### src/rtl/wca_port_scheduler_pkg.sv
// Shared PIF command/status codes and scheduler state encodings.
// Extends the single-channel WcaPortDefs set for the multi-port scheduler.
package wca_port_scheduler_pkg;

  localparam logic [1:0] PIFCMD_IDLE   = 2'b00;
  localparam logic [1:0] PIFCMD_READ   = 2'b01;
  localparam logic [1:0] PIFCMD_WRITE  = 2'b10;
  localparam logic [1:0] PIFCMD_STATUS = 2'b11;

  localparam logic [2:0] PIFSTAT_IDLE  = 3'd0;
  localparam logic [2:0] PIFSTAT_READ  = 3'd1;
  localparam logic [2:0] PIFSTAT_WRITE = 3'd2;
  localparam logic [2:0] PIFSTAT_DONE  = 3'd3;
  localparam logic [2:0] PIFSTAT_ERROR = 3'd4;

  typedef enum logic [2:0] {
    S_IDLE          = 3'd0,
    S_SELECT        = 3'd1,
    S_ADDR_WAIT     = 3'd2,
    S_CMD           = 3'd3,
    S_CMD_WAIT      = 3'd4,
    S_WAIT_COMPLETE = 3'd5
  } sched_state_e;

  function automatic int max2(input int a, input int b);
    return (a > b) ? a : b;
  endfunction

endpackage

### src/rtl/wca_rr_arbiter.sv
// Combinational round-robin picker: first eligible index after `last`,
// wrapping modulo N, with `last` itself as the final candidate.
module wca_rr_arbiter #(
  parameter int N = 4,
  parameter int W = (N > 1) ? $clog2(N) : 1
) (
  input  logic [N-1:0] eligible,
  input  logic [W-1:0] last,
  output logic [W-1:0] grant,
  output logic         valid
);

  logic [W-1:0] idx;

  always_comb begin
    grant = '0;
    valid = 1'b0;
    idx   = '0;
    for (int i = 1; i <= N; i++) begin
      idx = W'((int'(last) + i) % N);
      if (!valid && eligible[idx]) begin
        valid = 1'b1;
        grant = idx;
      end
    end
  end

endmodule

### src/rtl/wca_port_scheduler.sv
// Round-robin scheduler multiplexing COUNT_PORTS logical ports onto one PIF,
// with address/command settle delays and a WAIT_COMPLETE watchdog.
module wca_port_scheduler
  import wca_port_scheduler_pkg::*;
#(
  parameter int COUNT_PORTS = 4,
  parameter int NBITS_ADDR  = 2,
  parameter int ADDR_SETTLE = 3,
  parameter int CMD_SETTLE  = 2,
  parameter int TIMEOUT     = 1024,
  parameter int FIXED_ADDR  = -1
) (
  input  logic                     clk,
  input  logic                     reset,
  input  logic                     enable,
  input  logic [COUNT_PORTS-1:0]   portReq,
  input  logic [2*COUNT_PORTS-1:0] portCmd,
  output logic [NBITS_ADDR+1:0]    pifCtrl,
  input  logic                     pifBusy,
  input  logic [2:0]               pifState,
  output logic [NBITS_ADDR-1:0]    portAddr,
  output logic [COUNT_PORTS-1:0]   portRead,
  output logic [COUNT_PORTS-1:0]   portWrite,
  output logic                     timeoutErr,
  output logic [NBITS_ADDR-1:0]    errPort
);

  localparam int CW = $clog2(max2(TIMEOUT, 16)) + 1;
  localparam bit FIXED = (FIXED_ADDR >= 0);
  localparam logic [NBITS_ADDR-1:0] RST_ADDR =
    FIXED ? NBITS_ADDR'(FIXED_ADDR) : NBITS_ADDR'(COUNT_PORTS - 1);

  sched_state_e          state;
  logic [1:0]            cmd;
  logic [CW-1:0]         cnt;
  logic                  seeded;
  logic [COUNT_PORTS-1:0] elig;
  logic [1:0]            cmds [COUNT_PORTS];
  logic [NBITS_ADDR-1:0] gnt;
  logic                  gntValid;
  logic [1:0]            selCmd;

  for (genvar i = 0; i < COUNT_PORTS; i++) begin : g_port
    assign cmds[i]      = portCmd[2*i +: 2];
    assign elig[i]      = portReq[i] && (portCmd[2*i +: 2] != PIFCMD_IDLE) &&
                          (!FIXED || i == FIXED_ADDR);
    assign portRead[i]  = !reset && (portAddr == NBITS_ADDR'(i)) && (pifState == PIFSTAT_READ);
    assign portWrite[i] = !reset && (portAddr == NBITS_ADDR'(i)) && (pifState == PIFSTAT_WRITE);
  end

  wca_rr_arbiter #(.N(COUNT_PORTS), .W(NBITS_ADDR)) u_arb (
    .eligible (elig),
    .last     (portAddr),
    .grant    (gnt),
    .valid    (gntValid)
  );

  // A dropped request reads as IDLE so CMD can abandon the slot.
  assign selCmd  = portReq[portAddr] ? cmds[portAddr] : PIFCMD_IDLE;
  assign pifCtrl = {portAddr, cmd};

  always_ff @(posedge clk) begin
    if (reset) begin
      state      <= S_IDLE;
      cmd        <= PIFCMD_IDLE;
      portAddr   <= RST_ADDR;
      cnt        <= '0;
      seeded     <= 1'b0;
      timeoutErr <= 1'b0;
      errPort    <= '0;
    end else begin
      timeoutErr <= 1'b0;
      case (state)
        S_IDLE: begin
          cmd <= PIFCMD_IDLE;
          if (enable && |elig) state <= S_SELECT;
        end
        S_SELECT: begin
          if (gntValid) begin
            portAddr <= gnt;
            seeded   <= 1'b1;
            cnt      <= '0;
            // A fixed port still settles once after reset.
            if (ADDR_SETTLE == 0 || (gnt == portAddr && (!FIXED || seeded)))
              state <= S_CMD;
            else
              state <= S_ADDR_WAIT;
          end else begin
            state <= S_IDLE;
          end
        end
        S_ADDR_WAIT: begin
          if (cnt == CW'(ADDR_SETTLE - 1)) state <= S_CMD;
          else cnt <= cnt + 1'b1;
        end
        S_CMD: begin
          cmd   <= selCmd;
          cnt   <= '0;
          state <= (selCmd == PIFCMD_IDLE) ? S_IDLE : S_CMD_WAIT;
        end
        S_CMD_WAIT: begin
          if (cnt == CW'(CMD_SETTLE - 1)) begin
            state <= S_WAIT_COMPLETE;
            cnt   <= '0;
          end else begin
            cnt <= cnt + 1'b1;
          end
        end
        S_WAIT_COMPLETE: begin
          // cmd stays up through the entry cycle; the PIF has not yet had a
          // cycle to raise busy, so completion is only honoured from cycle 2.
          cmd <= PIFCMD_IDLE;
          if (cnt != '1) cnt <= cnt + 1'b1;
          if (cnt != '0 && !pifBusy) begin
            state <= S_IDLE;
          end else if (TIMEOUT != 0 && cnt == CW'(TIMEOUT - 1) && pifBusy) begin
            timeoutErr <= 1'b1;
            errPort    <= portAddr;
            state      <= S_IDLE;
          end
        end
        default: state <= S_IDLE;
      endcase
    end
  end

endmodule

### config.mk
export PLATFORM = sky130hd
export DESIGN_NAME = wca_port_scheduler
export DESIGN_NICKNAME = d
export VERILOG_FILES = /design/src/rtl/wca_port_scheduler_pkg.sv /design/src/rtl/wca_rr_arbiter.sv /design/src/rtl/wca_port_scheduler.sv
export SDC_FILE = /design/constraint.sdc
export NUM_CORES = 1
export LEC_CHECK = 0
export ABC_AREA = 1
export CORE_ASPECT_RATIO = 0.8
export CORE_MARGIN = 2
export CORE_UTILIZATION = 28
export DETAILED_ROUTE_END_ITERATION = 8
export GPL_TIMING_DRIVEN = 0
export PLACE_DENSITY = 0.57
export SYNTH_ARGS = -nofsm -noshare
export SYNTH_HDL_FRONTEND = slang
export SYNTH_SLANG_ARGS = --single-unit
### constraint.sdc
create_clock -name clk -period 2.3 [get_ports clk]
set_input_delay 0.46 -clock clk [delete_from_list [all_inputs] [get_ports clk]]
set_output_delay 0.46 -clock clk [all_outputs]
set_load 0.02 [all_outputs]
==> run_summary.xml, run 1 <==
<?xml version="1.0" encoding="UTF-8"?>
<metrics>
  <group name="sta">
    <metric name="achievable-frequency" unit="MHz">468</metric>
    <metric name="rsz0062_at_grt" unit="">no</metric>
    <metric name="timing.slew.headroom" unit="%">64.1</metric>
    <metric name="final-hold-violation-count" unit="">0</metric>
    <metric name="final.setup_skew" unit="ns">0.00152</metric>
    <metric name="setup_viol" unit="">0</metric>
    <metric name="shortest_clock_period_the_worst_path_allows_after_layout" unit="ns">2.14</metric>
    <metric name="final-max-slew-violation-count" unit="">0</metric>
    <metric name="final_hold_slack" unit="ns">0.463</metric>
    <metric name="tightest_slew" unit="ns">0.539</metric>
    <metric name="setup-tns-final" unit="ns">0</metric>
    <metric name="min_period_over_period" unit="%">92.9</metric>
  </group>
  <group name="power">
    <metric name="report.power.total" unit="W">0.00173</metric>
    <metric name="clock_power_share" unit="%">15.2</metric>
    <metric name="power_switching_share" unit="%">48.5</metric>
    <metric name="sequentialPowerShare" unit="%">27.1</metric>
    <metric name="share_of_total_power_in_combinational_logic" unit="%">57.8</metric>
    <metric name="power.net_switching" unit="W">0.000838</metric>
    <metric name="power_density" unit="nW/um2">798</metric>
    <metric name="power.static_leakage" unit="nW">0.923</metric>
    <metric name="largest_voltage_drop_on_the_vdd_net" unit="mV">0.270</metric>
    <metric name="p_int" unit="W">0.000888</metric>
  </group>
  <group name="floorplan">
    <metric name="io_pins" unit="">36</metric>
    <metric name="rows" unit="">25</metric>
    <metric name="overall_die_width" unit="um">91.0</metric>
    <metric name="core-area" unit="um2">5880</metric>
    <metric name="dieArea" unit="um2">6700</metric>
    <metric name="die_height" unit="um">73.6</metric>
    <metric name="initial_core_utilization" unit="%">28.8</metric>
  </group>
  <group name="cts">
    <metric name="clkTransAtPathRegs" unit="ns">0.08</metric>
    <metric name="clock_buffer_depth" unit="">2</metric>
    <metric name="hold_buffers" unit="">0</metric>
    <metric name="cts_root_buffer" unit="">sky130_fd_sc_hd__clkbuf_8</metric>
    <metric name="cts.sinks" unit="">21</metric>
    <metric name="insertion_delay" unit="ns">0.27</metric>
    <metric name="cts_buffers" unit="">3</metric>
    <metric name="cts_max_level" unit="">1</metric>
    <metric name="cts_tree" unit="">yes</metric>
  </group>
  <group name="logic_synthesis">
    <metric name="synth_top_family_by_area" unit="">simple AND/OR/NAND/NOR gates</metric>
    <metric name="post_synth_and_or_nand_nor_area_fraction" unit="%">41.3</metric>
    <metric name="synthTopCellsByArea" unit="">sky130_fd_sc_hd__dfxtp_1, sky130_fd_sc_hd__nand2_1, sky130_fd_sc_hd__nand3_1</metric>
    <metric name="yosys.cell_types.count" unit="">34</metric>
    <metric name="yosys.area.top_type_share" unit="%">24.8</metric>
    <metric name="synthesis.area_per_instance" unit="um2">6.10</metric>
    <metric name="synthXorXnorAreaFrac" unit="%">3.62</metric>
    <metric name="syn_inst" unit="">278</metric>
    <metric name="yosys.area_share.adder" unit="%">5.90</metric>
    <metric name="synth.mux.area_fraction" unit="%">0</metric>
    <metric name="yosys.area.top_type" unit="">sky130_fd_sc_hd__dfxtp_1</metric>
    <metric name="postSynth.asyncResetShare" unit="%">0</metric>
    <metric name="synth_edf_count" unit="">0</metric>
    <metric name="synthFlopType" unit="">sky130_fd_sc_hd__dfxtp_1</metric>
    <metric name="synth_compound_area_share" unit="%">13.9</metric>
    <metric name="yosys_warnings" unit="">0</metric>
    <metric name="postSynthRegisterBits" unit="">21</metric>
    <metric name="postSynthNetCount" unit="">305</metric>
    <metric name="synth.yosys.seq_area_share" unit="%">24.8</metric>
    <metric name="syn_area" unit="um2">1700</metric>
  </group>
  <group name="placed_design">
    <metric name="numPortBuffers" unit="">34</metric>
    <metric name="gp_congestion" unit="">0.802</metric>
    <metric name="post_detail_place_hpwl" unit="um">3400</metric>
    <metric name="place_area" unit="um2">2140</metric>
  </group>
  <group name="grt">
    <metric name="grt_max_degree" unit="">14</metric>
    <metric name="grt_overflow_total" unit="">0</metric>
    <metric name="first_global_vias" unit="">1559</metric>
    <metric name="antenna_violations_before_repair" unit="">0</metric>
    <metric name="globalRouteTotalUtil" unit="%">13.3</metric>
    <metric name="grt_first_pass_wirelength" unit="um">7300</metric>
  </group>
  <group name="drt">
    <metric name="via_count" unit="">1770</metric>
    <metric name="wl_per_cell" unit="um">10.7</metric>
    <metric name="drc" unit="">0</metric>
    <metric name="totalWireLength" unit="um">4260</metric>
    <metric name="drt_pre_antenna_iters" unit="">4</metric>
    <metric name="mean_number_of_vias_per_cell" unit="">4.46</metric>
    <metric name="drtIter0Drc" unit="">64</metric>
    <metric name="drt.antenna.violating_nets" unit="">0</metric>
  </group>
  <group name="worst_setup_path">
    <metric name="startpoint_type" unit="">register</metric>
    <metric name="cp_data_arrival_time" unit="ns">1.68</metric>
    <metric name="cp_capture_type" unit="">output pin</metric>
    <metric name="path_max_fanout" unit="">9</metric>
    <metric name="crit_path_cell_trace" unit="">buf_2, inv_2, ha_1, inv_1, nor3_1, dlygate4sd2_1</metric>
    <metric name="required_time_reported_for_the_critical_path_endpoint" unit="ns">1.84</metric>
    <metric name="worst_path_largest_cell_delay" unit="ns">0.36</metric>
    <metric name="slowest_stage" unit="">sky130_fd_sc_hd__dfxtp_1</metric>
    <metric name="critPathKind" unit="">reg2out</metric>
  </group>
  <group name="cells_and_area">
    <metric name="layout-drive-gt1-share" unit="%">9.18</metric>
    <metric name="n_antenna_cell" unit="">0</metric>
    <metric name="multi_input_area" unit="um2">1100</metric>
    <metric name="final-seq-area" unit="um2">420</metric>
    <metric name="number_of_inserted_filler_cells_in_the_final_layout" unit="">676</metric>
    <metric name="finalInstanceArea" unit="um2">2160</metric>
    <metric name="syn2layout_area_growth" unit="%">27.5</metric>
    <metric name="post-route-util" unit="%">36.8</metric>
    <metric name="layout.nets" unit="">344</metric>
  </group>
  <group name="outcome">
    <metric name="status" unit="">finished, final reports clean</metric>
  </group>
  <group name="flow_run">
    <metric name="max_cap_violations" unit="">0</metric>
  </group>
  <group name="hold_path">
    <metric name="hold_path.class" unit="">reg2reg</metric>
  </group>
</metrics>
-- power by group through the flow --
stage / clock (W) / combinational [W] / sequential [W]
after floorplan: 0 / 0.000719 / 0.000473
after global placement: 0 / 0.000995 / 0.000475
after detailed placement: 0 / 0.000991 / 0.000474
after CTS: 0.000270 / 0.000996 / 0.000466
after global routing: 0.000278 / 0.00112 / 0.000475
final: 0.000262 / 0.000997 / 0.000467
-- layout make-up --
| type | count | share of cell area [%] |
|---|---|---|
| Timing Repair Buffer | 34 | 14.6 |
| Clock buffer | 3 | 1.91 |
| Tap cell | 81 | 4.69 |
| Inverter | 33 | 5.79 |
| Sequential cell | 21 | 19.4 |
| Clock inverter | 1 | 0.347 |
| Buffer | 9 | 2.43 |
| Multi-Input combinational cell | 215 | 50.8 |
-- layer usage --
| layer | vias to the layer above | track usage (%) | wire [um] |
|---|---|---|---|
| met2 | 26 | 20.7 | 1750 |
| li1 | 972 | - | - |
| met4 | 0 | 2.53 | 26 |
| met1 | 768 | 19.5 | 2360 |
| met5 | - | 0 | 0 |
| met3 | 4 | 2.26 | 124 |
-- what timing repair did --
action | CTS | global route
setup endpoints to repair | 8 | 6
gates resized for setup | 8 | 14
setup buffers | 0 | 0
-- cells in the final DEF (no fill, tap or decap), types with 2 or more instances in the layout --
cell,count
sky130_fd_sc_hd__ha_1,8
sky130_fd_sc_hd__a21oi_1,23
sky130_fd_sc_hd__inv_1,30
sky130_fd_sc_hd__nand3_1,29
sky130_fd_sc_hd__nand2_1,73
sky130_fd_sc_hd__clkbuf_2,4
sky130_fd_sc_hd__nand3b_1,3
sky130_fd_sc_hd__dfxtp_1,21
sky130_fd_sc_hd__nand2_2,2
sky130_fd_sc_hd__buf_2,3
sky130_fd_sc_hd__o21ai_0,9
sky130_fd_sc_hd__inv_2,2
sky130_fd_sc_hd__nor2_1,30
sky130_fd_sc_hd__xor2_1,7
sky130_fd_sc_hd__a211oi_1,2
sky130_fd_sc_hd__nor2_2,2
sky130_fd_sc_hd__clkbuf_8,3
sky130_fd_sc_hd__clkdlybuf4s50_1,26
sky130_fd_sc_hd__clkbuf_1,2
sky130_fd_sc_hd__dlygate4sd2_1,3
sky130_fd_sc_hd__nor3_1,12
sky130_fd_sc_hd__buf_4,2
sky130_fd_sc_hd__nor3_2,2
sky130_fd_sc_hd__a21oi_2,2
-- synth_stat cells, types with 2 or more instances --
cell                       count
sky130_fd_sc_hd__a211oi_1      2
sky130_fd_sc_hd__inv_1        31
sky130_fd_sc_hd__a21oi_1      23
sky130_fd_sc_hd__a21oi_2       2
sky130_fd_sc_hd__nor3_1       12
sky130_fd_sc_hd__o21ai_0       9
sky130_fd_sc_hd__nand3b_1      3
sky130_fd_sc_hd__ha_1          8
sky130_fd_sc_hd__nor2_2        2
sky130_fd_sc_hd__buf_2         3
sky130_fd_sc_hd__dfxtp_1      21
sky130_fd_sc_hd__clkbuf_1      2
sky130_fd_sc_hd__nor3_2        2
sky130_fd_sc_hd__nand2_1      73
sky130_fd_sc_hd__nand2_2       2
sky130_fd_sc_hd__nor2_1       30
sky130_fd_sc_hd__xor2_1        7
sky130_fd_sc_hd__nand3_1      29
sky130_fd_sc_hd__buf_4         2
-- critical path: cells and delay by family, from the launching register on --
kind / cells / cell delay (ns)
and+or+nand+nor: 1 / 0.16
adders and majority gates: 1 / 0.16
buffers and inverters: 4 / 0.73
DFF: 1 / 0.36
-- metrics by stage --
step,std cells,worst slack (ns)
after global placement,393,-0.0755
final,397,0.164
after floorplan,278,0.440
after detailed placement,393,-0.0900
after global routing,397,0.00845
after CTS,397,0.0399
-- cells by family after synthesis --
kind of cell,count (synthesis)
buf+inv,42
fa+ha+maj,8
compound gates,42
simple gates,158
xor+xnor,7
flops,21
-- registers in the layout, summed over array words and instances, names as in the netlist --
name and count:
cmd 2, cnt 11, errPort 2, portAddr 2, state 3, timeoutErr 1
-- final timing paths --
kind | from | slack [ns] | cells after the start | to
worst max-delay path | portAddr[1] | 0.16 | 6 | portRead[1]
worst min-delay path | errPort[0] | 0.46 | 2 | errPort[0]
worst max register to register | portAddr[0] | 0.30 | 12 | state[0]
worst min register to register | errPort[0] | 0.46 | 2 | errPort[0]
Note: power is estimated with default switching activity, not from simulation.
==> run 2: changes to the inputs <==
--- a/config.mk
+++ b/config.mk
@@ -6,12 +6,13 @@
 export NUM_CORES = 1
 export LEC_CHECK = 0
 export ABC_AREA = 1
+export ABC_CLOCK_PERIOD_IN_PS = 2300
 export CORE_ASPECT_RATIO = 0.8
 export CORE_MARGIN = 2
 export CORE_UTILIZATION = 28
 export DETAILED_ROUTE_END_ITERATION = 8
 export GPL_TIMING_DRIVEN = 0
-export PLACE_DENSITY = 0.57
+export PLACE_DENSITY = 0.51
 export SYNTH_ARGS = -nofsm -noshare
 export SYNTH_HDL_FRONTEND = slang
 export SYNTH_SLANG_ARGS = --single-unit
==> run_summary.xml, run 2 (synthesis results as in run 1) <==
<?xml version="1.0" encoding="UTF-8"?>
<metrics>
  <group name="hold_path">
    <metric name="hold_path.class" unit="">reg2reg</metric>
    <metric name="worst_hold_startpoint" unit="">cmd[1]</metric>
  </group>
  <group name="grt">
    <metric name="grt_first_pass_wirelength" unit="um">7530</metric>
    <metric name="grt_overflow_total" unit="">0</metric>
    <metric name="grt_max_degree" unit="">14</metric>
    <metric name="globalRouteTotalUtil" unit="%">13.8</metric>
    <metric name="antenna_violations_before_repair" unit="">0</metric>
    <metric name="first_global_vias" unit="">1606</metric>
  </group>
  <group name="floorplan">
    <metric name="rows" unit="">25</metric>
    <metric name="io_pins" unit="">36</metric>
    <metric name="die_height" unit="um">73.6</metric>
    <metric name="overall_die_width" unit="um">91.0</metric>
    <metric name="initial_core_utilization" unit="%">28.8</metric>
    <metric name="core-area" unit="um2">5880</metric>
    <metric name="dieArea" unit="um2">6700</metric>
  </group>
  <group name="power">
    <metric name="power.net_switching" unit="W">0.000844</metric>
    <metric name="sequentialPowerShare" unit="%">27.1</metric>
    <metric name="clock_power_share" unit="%">14.9</metric>
    <metric name="report.power.total" unit="W">0.00174</metric>
    <metric name="share_of_total_power_in_combinational_logic" unit="%">58.1</metric>
    <metric name="power_density" unit="nW/um2">798</metric>
    <metric name="p_int" unit="W">0.000893</metric>
    <metric name="power.static_leakage" unit="nW">0.936</metric>
    <metric name="power_switching_share" unit="%">48.6</metric>
    <metric name="largest_voltage_drop_on_the_vdd_net" unit="mV">0.236</metric>
  </group>
  <group name="cts">
    <metric name="hold_buffers" unit="">0</metric>
    <metric name="cts.sinks" unit="">21</metric>
    <metric name="cts_buffers" unit="">3</metric>
    <metric name="cts_max_level" unit="">1</metric>
    <metric name="insertion_delay" unit="ns">0.27</metric>
    <metric name="clkTransAtPathRegs" unit="ns">0.09</metric>
    <metric name="cts_tree" unit="">yes</metric>
    <metric name="clock_buffer_depth" unit="">2</metric>
    <metric name="cts_root_buffer" unit="">sky130_fd_sc_hd__clkbuf_8</metric>
  </group>
  <group name="outcome">
    <metric name="status" unit="">finished, final reports clean</metric>
  </group>
  <group name="sta">
    <metric name="setup_viol" unit="">0</metric>
    <metric name="rsz0062_at_grt" unit="">no</metric>
    <metric name="shortest_clock_period_the_worst_path_allows_after_layout" unit="ns">2.16</metric>
    <metric name="final_hold_slack" unit="ns">0.465</metric>
    <metric name="fin_ws" unit="ns">0.135</metric>
    <metric name="final-hold-violation-count" unit="">0</metric>
    <metric name="final-max-slew-violation-count" unit="">0</metric>
    <metric name="timing.slew.headroom" unit="%">63.5</metric>
    <metric name="achievable-frequency" unit="MHz">462</metric>
    <metric name="final.setup_skew" unit="ns">0.00465</metric>
    <metric name="tightest_slew" unit="ns">0.547</metric>
    <metric name="min_period_over_period" unit="%">94.1</metric>
  </group>
  <group name="drt">
    <metric name="via_count" unit="">1793</metric>
    <metric name="drtIter0Drc" unit="">127</metric>
    <metric name="mean_number_of_vias_per_cell" unit="">4.52</metric>
    <metric name="drt_pre_antenna_iters" unit="">4</metric>
    <metric name="drt.antenna.violating_nets" unit="">0</metric>
    <metric name="totalWireLength" unit="um">4440</metric>
    <metric name="drc" unit="">0</metric>
    <metric name="wl_per_cell" unit="um">11.2</metric>
  </group>
  <group name="placed_design">
    <metric name="gp_congestion" unit="">0.757</metric>
    <metric name="post_detail_place_hpwl" unit="um">3520</metric>
    <metric name="dp_worst_setup_slack" unit="ns">-0.0908</metric>
    <metric name="numPortBuffers" unit="">34</metric>
  </group>
  <group name="cells_and_area">
    <metric name="largest_register_ff_count" unit="">11</metric>
    <metric name="syn2layout_area_growth" unit="%">28.3</metric>
    <metric name="largest_register" unit="">cnt</metric>
    <metric name="layout_commonest_cell" unit="">sky130_fd_sc_hd__nand2_1</metric>
    <metric name="reg.largest.list" unit="">cnt (11), state (3)</metric>
    <metric name="mostFrequentLayoutCells" unit="">sky130_fd_sc_hd__nand2_1, sky130_fd_sc_hd__inv_1, sky130_fd_sc_hd__nor2_1</metric>
    <metric name="post-route-util" unit="%">37.0</metric>
    <metric name="n_antenna_cell" unit="">0</metric>
    <metric name="layout-drive-gt1-share" unit="%">8.54</metric>
    <metric name="layout.nets" unit="">344</metric>
  </group>
  <group name="worst_setup_path">
    <metric name="required_time_reported_for_the_critical_path_endpoint" unit="ns">1.84</metric>
    <metric name="critical_path.reg2reg.startpoint" unit="">portAddr[1]</metric>
    <metric name="cp_capture_type" unit="">output pin</metric>
    <metric name="cp_data_arrival_time" unit="ns">1.70</metric>
    <metric name="critPathKind" unit="">reg2out</metric>
    <metric name="startpoint_type" unit="">register</metric>
    <metric name="path_max_fanout" unit="">9</metric>
    <metric name="startpoint" unit="">portAddr[1]</metric>
  </group>
  <group name="flow_run">
    <metric name="max_cap_violations" unit="">0</metric>
  </group>
</metrics>
-- run 2: what timing repair did --
item	4_1_cts	5_1_grt
cloned	0	0
setup endpoints to repair	8	7
buffers inserted	0	0
resized for setup	8	6
-- run 2: critical path: stages, from the launching register on --
cell and delay, ns:
sky130_fd_sc_hd__dfxtp_1 0.35, sky130_fd_sc_hd__buf_2 0.20, sky130_fd_sc_hd__inv_2 0.13, sky130_fd_sc_hd__ha_1 0.18, sky130_fd_sc_hd__inv_1 0.06, sky130_fd_sc_hd__nor3_1 0.16, sky130_fd_sc_hd__dlygate4sd2_1 0.35
-- run 2: stage by stage --
step	TNS, ns	cells	area (um2)
2_1_floorplan	0	278	1700
3_3_place_gp	-0.485	393	2140
3_5_place_dp	-0.517	393	2140
4_1_cts	0	397	2180
5_1_grt	0	397	2180
6_report	0	397	2180
-- run 2: final timing paths --
| kind | to | slack (ns) | cells after the start |
|---|---|---|---|
| min | cmd[1] | 0.46 | 2 |
| min reg2reg | cmd[1] | 0.46 | 2 |
| max | portWrite[0] | 0.14 | 6 |
| max reg2reg | state[0] | 0.34 | 12 |
-- run 2: final cells by class --
class / count / area (um2)
sequential: 21 / 422
tap: 81 / 101
timing repair buffer: 34 / 327
clock buffer: 3 / 41.3
buffer: 9 / 55.1
fill: 665 / 3700
clock inverter: 1 / 7.51
inverter: 33 / 125
multi-input combinational: 215 / 1100
-- run 2: metal layers --
| layer | vias to the layer above | track usage, % | share of wire, % |
|---|---|---|---|
| li1 | 973 | - | - |
| met1 | 777 | 21.2 | 54 |
| met2 | 41 | 20.1 | 40 |
| met3 | 2 | 2.87 | 5.4 |
| met4 | 0 | 2.02 | 0.59 |
| met5 | - | 0 | 0 |
-- run 2: power by group through the flow --
stage / sequential [W] / combinational, W / clock [W]
6_report: 0.000470 / 0.00101 / 0.000259
4_1_cts: 0.000466 / 0.00100 / 0.000269
3_3_place_gp: 0.000477 / 0.00100 / 0
5_1_grt: 0.000478 / 0.00115 / 0.000282
3_5_place_dp: 0.000476 / 0.000999 / 0
2_1_floorplan: 0.000473 / 0.000719 / 0
==> run 3: changes to the inputs <==
--- a/config.mk
+++ b/config.mk
@@ -8,7 +8,7 @@
 export ABC_AREA = 1
 export ABC_CLOCK_PERIOD_IN_PS = 2300
 export CORE_ASPECT_RATIO = 0.8
-export CORE_MARGIN = 2
+export CORE_MARGIN = 5
 export CORE_UTILIZATION = 28
 export DETAILED_ROUTE_END_ITERATION = 8
 export GPL_TIMING_DRIVEN = 0
==> run_summary.xml, run 3 (synthesis results as in run 1) <==
<?xml version="1.0" encoding="UTF-8"?>
<metrics>
  <group name="worst_setup_path">
    <metric name="startpoint_type" unit="">register</metric>
    <metric name="critPathKind" unit="">reg2out</metric>
    <metric name="crit_path_cell_trace" unit="">inv_1, buf_2, ha_1, inv_1, nor3_1, dlygate4sd2_1</metric>
    <metric name="cp_data_arrival_time" unit="ns">1.70</metric>
    <metric name="cp_capture_type" unit="">output pin</metric>
    <metric name="regToRegEndpoint" unit="">state[0]</metric>
    <metric name="worst_path_largest_cell_delay" unit="ns">0.38</metric>
    <metric name="slowest_stage" unit="">sky130_fd_sc_hd__dfxtp_2</metric>
    <metric name="startpoint" unit="">portAddr[0]</metric>
    <metric name="required_time_reported_for_the_critical_path_endpoint" unit="ns">1.84</metric>
    <metric name="timing.reg2reg.setup_slack" unit="ns">0.35</metric>
    <metric name="path_max_fanout" unit="">11</metric>
    <metric name="critPathMostFrequentCell" unit="">sky130_fd_sc_hd__inv_1</metric>
    <metric name="worstRegToRegCells" unit="">12</metric>
    <metric name="critical_path.reg2reg.startpoint" unit="">portAddr[1]</metric>
  </group>
  <group name="grt">
    <metric name="grt.met3_usage" unit="%">2.79</metric>
    <metric name="grt_overflow_total" unit="">0</metric>
    <metric name="grt_first_pass_wirelength" unit="um">7670</metric>
    <metric name="grtUsageMet1" unit="%">17.4</metric>
    <metric name="global_route.usage.met2" unit="%">18.0</metric>
    <metric name="first_global_vias" unit="">1663</metric>
    <metric name="globalRouteTotalUtil" unit="%">12.0</metric>
    <metric name="antenna_violations_before_repair" unit="">0</metric>
    <metric name="grt_most_used_layer" unit="">met2</metric>
    <metric name="grt_max_degree" unit="">14</metric>
  </group>
  <group name="power">
    <metric name="largest_voltage_drop_on_the_vdd_net" unit="mV">0.269</metric>
    <metric name="power_density" unit="nW/um2">793</metric>
    <metric name="power.static_leakage" unit="nW">0.933</metric>
    <metric name="report.power.total" unit="W">0.00172</metric>
  </group>
  <group name="cts">
    <metric name="hold_buffers" unit="">0</metric>
    <metric name="cts.sinks" unit="">21</metric>
    <metric name="clkTransAtPathRegs" unit="ns">0.09</metric>
    <metric name="cts_root_buffer" unit="">sky130_fd_sc_hd__clkbuf_8</metric>
    <metric name="insertion_delay" unit="ns">0.27</metric>
    <metric name="clock_buffer_depth" unit="">2</metric>
    <metric name="cts_tree" unit="">yes</metric>
    <metric name="cts_max_level" unit="">1</metric>
    <metric name="cts_buffers" unit="">3</metric>
  </group>
  <group name="floorplan">
    <metric name="rows" unit="">25</metric>
    <metric name="overall_die_width" unit="um">97.0</metric>
    <metric name="io_pins" unit="">36</metric>
    <metric name="initial_core_utilization" unit="%">28.8</metric>
    <metric name="dieArea" unit="um2">7720</metric>
    <metric name="die_height" unit="um">79.6</metric>
    <metric name="core-area" unit="um2">5880</metric>
  </group>
  <group name="cells_and_area">
    <metric name="syn2layout_area_growth" unit="%">28.0</metric>
    <metric name="largest_register" unit="">cnt</metric>
    <metric name="layout_commonest_cell" unit="">sky130_fd_sc_hd__nand2_1</metric>
    <metric name="mostFrequentLayoutCells" unit="">sky130_fd_sc_hd__nand2_1, sky130_fd_sc_hd__inv_1, sky130_fd_sc_hd__nor2_1</metric>
    <metric name="post-route-util" unit="%">36.9</metric>
    <metric name="layout-drive-gt1-share" unit="%">8.86</metric>
    <metric name="n_antenna_cell" unit="">0</metric>
    <metric name="post_layout_nonfiller_instances" unit="">397</metric>
    <metric name="layout.nets" unit="">344</metric>
    <metric name="number_of_inserted_filler_cells_in_the_final_layout" unit="">679</metric>
    <metric name="largest_register_ff_count" unit="">11</metric>
    <metric name="reg.largest.list" unit="">cnt (11), state (3)</metric>
  </group>
  <group name="sta">
    <metric name="final-max-slew-violation-count" unit="">0</metric>
    <metric name="final.setup_skew" unit="ns">0.00430</metric>
    <metric name="setup_viol" unit="">0</metric>
    <metric name="timing.slew.headroom" unit="%">62.9</metric>
    <metric name="shortest_clock_period_the_worst_path_allows_after_layout" unit="ns">2.16</metric>
    <metric name="fin_ws" unit="ns">0.144</metric>
    <metric name="tightest_slew" unit="ns">0.556</metric>
    <metric name="rsz0062_at_grt" unit="">no</metric>
    <metric name="final_hold_slack" unit="ns">0.466</metric>
    <metric name="achievable-frequency" unit="MHz">464</metric>
    <metric name="min_period_over_period" unit="%">93.7</metric>
    <metric name="final-hold-violation-count" unit="">0</metric>
  </group>
  <group name="hold_path">
    <metric name="hold_path.class" unit="">reg2reg</metric>
    <metric name="hold_worst_path_end" unit="">cmd[1]</metric>
    <metric name="worst_hold_startpoint" unit="">cmd[1]</metric>
    <metric name="worst_hold_path.num_cells" unit="">2</metric>
  </group>
  <group name="drt">
    <metric name="drt_pre_antenna_iters" unit="">4</metric>
    <metric name="totalWireLength" unit="um">4450</metric>
    <metric name="wl_per_cell" unit="um">11.2</metric>
    <metric name="mean_number_of_vias_per_cell" unit="">4.44</metric>
    <metric name="drtIter0Drc" unit="">79</metric>
    <metric name="drt.antenna.violating_nets" unit="">0</metric>
    <metric name="via_count" unit="">1762</metric>
    <metric name="drc" unit="">0</metric>
  </group>
  <group name="placed_design">
    <metric name="dp_worst_setup_slack" unit="ns">-0.0879</metric>
    <metric name="gp_congestion" unit="">0.796</metric>
    <metric name="numPortBuffers" unit="">34</metric>
    <metric name="place_inst" unit="">393</metric>
    <metric name="post_detail_place_hpwl" unit="um">3630</metric>
  </group>
  <group name="outcome">
    <metric name="status" unit="">finished, final reports clean</metric>
  </group>
  <group name="flow_run">
    <metric name="max_cap_violations" unit="">0</metric>
  </group>
</metrics>
## run 3: layout make-up
type                       instances  area [um2]  area share (%)
buffer                             9        52.6            2.42
timing repair buffer              34         323            14.9
clock inverter                     1        7.51           0.346
sequential                        21         422            19.4
tap                               81         101            4.67
multi-input combinational        215        1100            50.6
clock buffer                       3        41.3            1.90
inverter                          33         125            5.77
## run 3: repair_timing
action / in CTS / in global routing
setup endpoints to repair: 8 / 5
resized for setup: 9 / 9
buffers inserted: 0 / 0
hold endpoints to repair: 0 / 0
## run 3: power breakdown
part	switching [W]	total (W)	internal, W
sequential	0.0000616	0.000466	0.000405
combinational	0.000630	0.000992	0.000363
clock	0.000138	0.000261	0.000123
total	0.000830	0.00172	0.000890
## run 3: critical path, delay by kind of cell (launching register included)
family | cells | cell delay (ns)
buffers and inverters | 4 | 0.70
DFF | 1 | 0.38
adders and majority gates | 1 | 0.18
and+or+nand+nor | 1 | 0.17
## run 3: metrics by stage
stage / setup TNS [ns] / instance area [um2]
2_1_floorplan: 0 / 1700
6_report: 0 / 2170
5_1_grt: 0 / 2170
4_1_cts: 0 / 2180
3_3_place_gp: -0.487 / 2140
3_5_place_dp: -0.461 / 2140
## run 3: worst max-delay path by stage
stage / slack [ns] / to / depth (start not counted)
after floorplan: 0.44 / portRead[1] / 5
after global placement: -0.1 / portRead[3] / 6
after detailed placement: -0.09 / portRead[1] / 6
after CTS: 0.02 / portWrite[0] / 6
after global routing: 0.003 / portRead[1] / 6
final: 0.14 / portWrite[2] / 6
## run 3: per-layer routing
layer	part of all wire [%]	wire length (um)
met5	0	0
met4	0.70	31
met3	3.5	154
met2	40	1770
met1	56	2490
